### src/rtl/swap_pipe_if.sv
`default_nettype none
// ============================================================================
// Module   : swap_pipe_if
// Brief    : Producer/consumer handshake bundle for swap_pipe.
// Revision : 1.0
// ============================================================================
interface swap_pipe_if #(
  parameter int WIDTH = 64
);
  logic             in_valid;
  logic             in_ready;
  logic             in_swap;
  logic [WIDTH-1:0] a;
  logic [WIDTH-1:0] b;
  logic             out_valid;
  logic             out_ready;
  logic [WIDTH-1:0] out1;
  logic [WIDTH-1:0] out2;

  modport master (
    output in_valid, in_swap, a, b, out_ready,
    input  in_ready, out_valid, out1, out2
  );

  modport slave (
    input  in_valid, in_swap, a, b, out_ready,
    output in_ready, out_valid, out1, out2
  );
endinterface
`default_nettype wire

### src/rtl/swap_pipe.sv
`default_nettype none
// ============================================================================
// Module   : swap_pipe
// Brief    : Elastic DEPTH-stage operand pipeline with per-item output swap.
// Revision : 1.0
// ============================================================================
module swap_pipe #(
  parameter int WIDTH   = 64,
  parameter int DEPTH   = 7,
  parameter int SWAP_EN = 1
) (
  input  wire logic                        clk,
  input  wire logic                        rst,
  input  wire logic                        flush,
  swap_pipe_if.slave                       bus,
  output logic [$clog2(DEPTH+1)-1:0]       count
);

  localparam int             c_cnt_w   = $clog2(DEPTH+1);
  localparam logic           c_swap_en = (SWAP_EN != 0);
  localparam logic [c_cnt_w-1:0] c_one = c_cnt_w'(1);

  logic [DEPTH-1:0]   r_valid;
  logic [DEPTH-1:0]   r_swap;
  logic [WIDTH-1:0]   r_a [DEPTH];
  logic [WIDTH-1:0]   r_b [DEPTH];
  logic [c_cnt_w-1:0] r_count;

  logic [DEPTH-1:0]   w_go;
  logic               w_hole;
  logic               w_accept;
  logic               w_deliver;

  // A stage may take new content when the consumer drains or any stage at or
  // beyond it is empty; this lets bubbles collapse without a ripple chain.
  always_comb begin
    w_hole = 1'b0;
    w_go   = '0;
    for (int i = DEPTH - 1; i >= 0; i--) begin
      w_hole  = w_hole | ~r_valid[i];
      w_go[i] = bus.out_ready | w_hole;
    end
  end

  assign bus.in_ready = w_go[0];
  assign w_accept     = bus.in_valid & w_go[0];
  assign w_deliver    = r_valid[DEPTH-1] & bus.out_ready;

  always_ff @(posedge clk or posedge rst) begin
    if (rst) begin
      r_valid <= '0;
      r_swap  <= '0;
      for (int i = 0; i < DEPTH; i++) begin
        r_a[i] <= '0;
        r_b[i] <= '0;
      end
    end else begin
      if (w_go[0]) begin
        r_valid[0] <= bus.in_valid;
        r_swap[0]  <= bus.in_swap & c_swap_en;
        r_a[0]     <= bus.a;
        r_b[0]     <= bus.b;
      end
      for (int i = 1; i < DEPTH; i++) begin
        if (w_go[i]) begin
          r_valid[i] <= r_valid[i-1];
          r_swap[i]  <= r_swap[i-1];
          r_a[i]     <= r_a[i-1];
          r_b[i]     <= r_b[i-1];
        end
      end
      // Flush overrides every load above, including a same-cycle accept.
      if (flush) begin
        r_valid <= '0;
      end
    end
  end

  always_ff @(posedge clk or posedge rst) begin
    if (rst) begin
      r_count <= '0;
    end else if (flush) begin
      r_count <= '0;
    end else if (w_accept && !w_deliver) begin
      r_count <= r_count + c_one;
    end else if (!w_accept && w_deliver) begin
      r_count <= r_count - c_one;
    end
  end

  assign count         = r_count;
  assign bus.out_valid = r_valid[DEPTH-1];
  assign bus.out1      = r_swap[DEPTH-1] ? r_b[DEPTH-1] : r_a[DEPTH-1];
  assign bus.out2      = r_swap[DEPTH-1] ? r_a[DEPTH-1] : r_b[DEPTH-1];

endmodule
`default_nettype wire

### src/flat_wrapper.sv
// flat-port wrapper written by rule: the top's interface ports become plain ports
module swap_pipe_flat 
#(
  parameter int WIDTH   = 64,
  parameter int DEPTH   = 7,
  parameter int SWAP_EN = 1
)
  (clk, rst, flush, count, bus_in_valid, bus_in_swap, bus_a, bus_b, bus_out_ready, bus_in_ready, bus_out_valid, bus_out1, bus_out2);
  swap_pipe_if #(.WIDTH(WIDTH)) bus_i ();
  input  wire logic clk;
  input  wire logic rst;
  input  wire logic flush;
  output logic [$clog2(DEPTH+1)-1:0] count;
  input wire logic [$bits(bus_i.in_valid)-1:0] bus_in_valid;
  input wire logic [$bits(bus_i.in_swap)-1:0] bus_in_swap;
  input wire logic [$bits(bus_i.a)-1:0] bus_a;
  input wire logic [$bits(bus_i.b)-1:0] bus_b;
  input wire logic [$bits(bus_i.out_ready)-1:0] bus_out_ready;
  output wire logic [$bits(bus_i.in_ready)-1:0] bus_in_ready;
  output wire logic [$bits(bus_i.out_valid)-1:0] bus_out_valid;
  output wire logic [$bits(bus_i.out1)-1:0] bus_out1;
  output wire logic [$bits(bus_i.out2)-1:0] bus_out2;
  assign bus_i.in_valid = bus_in_valid;
  assign bus_i.in_swap = bus_in_swap;
  assign bus_i.a = bus_a;
  assign bus_i.b = bus_b;
  assign bus_i.out_ready = bus_out_ready;
  assign bus_in_ready = bus_i.in_ready;
  assign bus_out_valid = bus_i.out_valid;
  assign bus_out1 = bus_i.out1;
  assign bus_out2 = bus_i.out2;
  swap_pipe #(.WIDTH(WIDTH), .DEPTH(DEPTH), .SWAP_EN(SWAP_EN)) u_core (.clk(clk), .rst(rst), .flush(flush), .bus(bus_i), .count(count));
endmodule
### config.mk
export PLATFORM = sky130hd
export DESIGN_NAME = swap_pipe_flat
export DESIGN_NICKNAME = d
export VERILOG_FILES = /design/src/rtl/swap_pipe_if.sv /design/src/rtl/swap_pipe.sv /design/src/flat_wrapper.sv
export SDC_FILE = /design/constraint.sdc
export NUM_CORES = 2
export LEC_CHECK = 0
export ABC_AREA = 0
export ABC_CLOCK_PERIOD_IN_PS = 89900
export BUFFER_PORTS_ARGS = -buffer_cell sky130_fd_sc_hd__buf_2
export CORE_UTILIZATION = 55
export CTS_BUF_LIST = sky130_fd_sc_hd__clkbuf_2
export CTS_CLUSTER_SIZE = 12
export DETAILED_ROUTE_END_ITERATION = 7
export GPL_TIMING_DRIVEN = 0
export PLACE_DENSITY = 0.8
export SYNTH_ARGS = -nofsm -noshare
export SYNTH_HDL_FRONTEND = slang
export SYNTH_SLANG_ARGS = --single-unit
### constraint.sdc
create_clock -name clk -period 89.9 [get_ports clk]
set_clock_uncertainty 0.1 [all_clocks]
set_input_delay 8.99 -clock clk [delete_from_list [all_inputs] [get_ports clk]]
set_output_delay 8.99 -clock clk [all_outputs]
set_load 0.1 [all_outputs]
==> reports/metrics.yaml <==
logic_synthesis:
  synth_fp_nets: 2787
  synthTopCellsByCount: "dfrtp_1, nand2_1, mux2_2"
  yosysMostFrequentCell: "dfrtp_1"
  synth-main-ff-cell: "dfrtp_1"
  synth.distinct_cells: 32
  yosys_warnings: 0
  yosys.area.top_type: "dfrtp_1"
  syn_area_um2: 36000
  synthTopCellsByArea: "dfrtp_1, mux2_2, nand2_1"
  synth-edff-count: 0
  netlist_instances: 2652
  yosysSeqAreaShare_pct: 63.5
  ys_ff_latch: 913
  yosysTopAreaCellShare_pct: 63.5
  synthArstFlopShare_pct: 100
  syn-mean-instance-area_um2: 13.6
timing:
  hold_viol: 0
  period_share_pct: 23.0
  finalMaxSlewViolations: 0
  max_slew.worst_pin.slew_ns: 1.22
  setup_tns_ns: 0
  slew_headroom_pct: 18.8
  layout_min_cycle_time_ns: 20.68
  fmax_mhz: 48.4
  setup-violations-final: 0
  worst_slack_ns: 69.22
  grt_setup_unrepaired: "no"
worst_setup_path:
  crit_type: "input port to output port"
  cpMaxStageDelayCell: "nor2_1"
  endpoint: "bus_in_ready"
  crit_path_frequent_cell: "buf_2"
  crit_buf_inv: 5
  worstPathRequired_ns: 80.81
  endpoint_kind: "output port"
  r2r_end: "u_core.r_b[388]"
  crit_path_start: "bus_out_ready"
  crit_path_start_kind: "input port"
  cpPeakStageDelay_ns: 0.91
  rr_worst_depth: 5
  r2r_start: "u_core.r_valid[3]"
  cp.arrival_ns: 11.59
  cp_max_fo: 10
  crit_chain: "buf_2 -> nand4b_1 -> nor2_1 -> buf_2 -> buf_4 -> inv_1 -> buf_2"
  crit_family: "buffers and inverters"
  path_depth: 7
  rrSetupSlack_ns: 86.60
layout:
  layout-drive-gt1-share_pct: 41.0
  fill_cells: 4917
  syn_to_final_growth_pct: 12.5
  fin_nets: 3280
  fin_cells: 4148
clock_tree:
  clock-sinks: 913
  cts_max_level: 4
  hold_buffers: 0
  cts_resized: 0
  clockRootBuffer: "clkbuf_2"
  cts_setup_buffers: 0
  cts_tree: "yes"
  clkTransAtPathRegs_ns: 0.10
  cts.path.max_buffers: 3
  cts_buffers: 218
  clk_latency_ns: 1.42
floorplan:
  boundaryPins: 267
  die_y_um: 258
  fp-row-count: 93
  start_util_pct: 55.7
  dieArea_um2: 66400
  core_um2: 64600
  dieWidth_um: 258
power:
  peakVddDrop_uv: 11.9
  powerDensity_nw_per_um2: 19.4
  p_leak_nw: 19.5
grt:
  gr-total-overflow: 0
  grt_max_degree: 142
  grt_pass1_vias: 23453
  grt_pass1_wl_um: 125000
  grt_usage_pct: 24.1
  antenna_found_initial: 3
placement:
  routabilityCongestion: 0.863
  pre_cts_ws_ns: 69.16
  dp.cells: 3780
  dp_hpwl_um: 54000
  io_buffers: 266
flow_run:
  cap_violations: 0
drt:
  drtAntennaViolNets: 0
  vias: 21749
  drt_iter0_drc: 1088
  drcViolationCount: 0
  wl_per_cell_um: 18.5
  via_per_inst: 5.24
  dr.pass1.iters: 5
  wl_um: 76800
min_path:
  hp-class: "flop to flop"
outcome:
  status: "complete, no violations"
-- through the flow --
| stage | area [um^2] | util [%] | hold slack [ns] | power, mW |
|---|---|---|---|---|
| 6_report | 40400 | 62.6 | 0.328 | 0.785 |
| 5_1_grt | 40400 | 62.6 | 0.356 | 0.823 |
| 4_1_cts | 40400 | 62.6 | 0.334 | 0.794 |
| 3_5_place_dp | 38600 | 59.7 | 0.355 | 0.535 |
| 3_3_place_gp | 38400 | 59.4 | 0.349 | 0.532 |
| 2_1_floorplan | 36000 | - | 0.339 | 0.515 |
-- power breakdown --
group	internal (mW)	switching (mW)	total [mW]
combinational	0.0244	0.0572	0.0816
sequential	0.431	0.0136	0.445
clock	0.0986	0.160	0.258
total	0.554	0.230	0.785
-- worst register-to-register path: cells and delay by family, from the launching register on --
family	cells	cell delay, ns
mux	1	0.35
buf+inv	2	0.95
simple gates	2	1.27
flops	1	0.44
-- worst min path at each step --
stage                            endpoint            start  slack (ns)  depth (start not counted)
after CTS                  u_core.r_a[11]   u_core.r_a[75]        0.33                          2
after global routing      u_core.r_a[228]  u_core.r_a[292]        0.36                          1
after floorplan           u_core.r_a[100]  u_core.r_a[100]        0.34                          2
after detailed placement  u_core.r_a[108]  u_core.r_a[172]        0.35                          2
after global placement     u_core.r_a[84]  u_core.r_a[148]        0.35                          2
final                       u_core.r_b[2]   u_core.r_b[66]        0.33                          2
-- logic make-up (layout without fill, tap and decap cells) --
family | Yosys count | in the layout | synth area share [%]
flops | 913 | 913 | 63.5
compound gates | 11 | 11 | 0.177
mux | 775 | 775 | 25.3
simple gates | 803 | 803 | 8.49
buf+inv | 149 | 788 | 2.44
fa+ha+maj | 1 | 1 | 0.0557
other cells | 0 | 2 | 0
-- cell type report --
class | instances | area, um^2 | area share [%]
repair buffers | 273 | 1520 | 3.77
well taps | 855 | 1070 | 2.65
plain buffers | 143 | 857 | 2.12
flip-flops and latches | 913 | 22800 | 56.5
clock buffers | 307 | 1540 | 3.80
diodes | 2 | 5.00 | 0.0124
inverters | 6 | 30.0 | 0.0742
clock inverters | 59 | 343 | 0.848
multi-input cells | 1590 | 12200 | 30.2
-- cells in the final DEF, fill, tap and decap left out, drive strengths merged, types with 2 or more instances in the layout --
cell type,n
bufinv,2
nor2,16
mux2,774
nand2,777
clkbuf,365
nand4b,2
o21ai,2
inv,10
diode,2
dfrtp,913
clkinv,52
buf,358
a21oi,6
-- sequential cells by signal, indices dropped and copies added (netlist names) --
signal,cells
u_core.count,3
u_core.r_swap,7
u_core.r_valid,7
u_core.r_b,448
u_core.r_a,448
-- per-layer routing --
layer	up-vias	part of all wire [%]	routed length, um	global-route usage (%)
li1	9919	-	-	-
met1	11099	44	33400	31.7
met2	577	49	37500	39.1
met3	154	4.9	3730	4.91
met4	0	2.8	2150	9.96
met5	-	0	0	0
No activity file was read; power rests on OpenSTA's default activity.
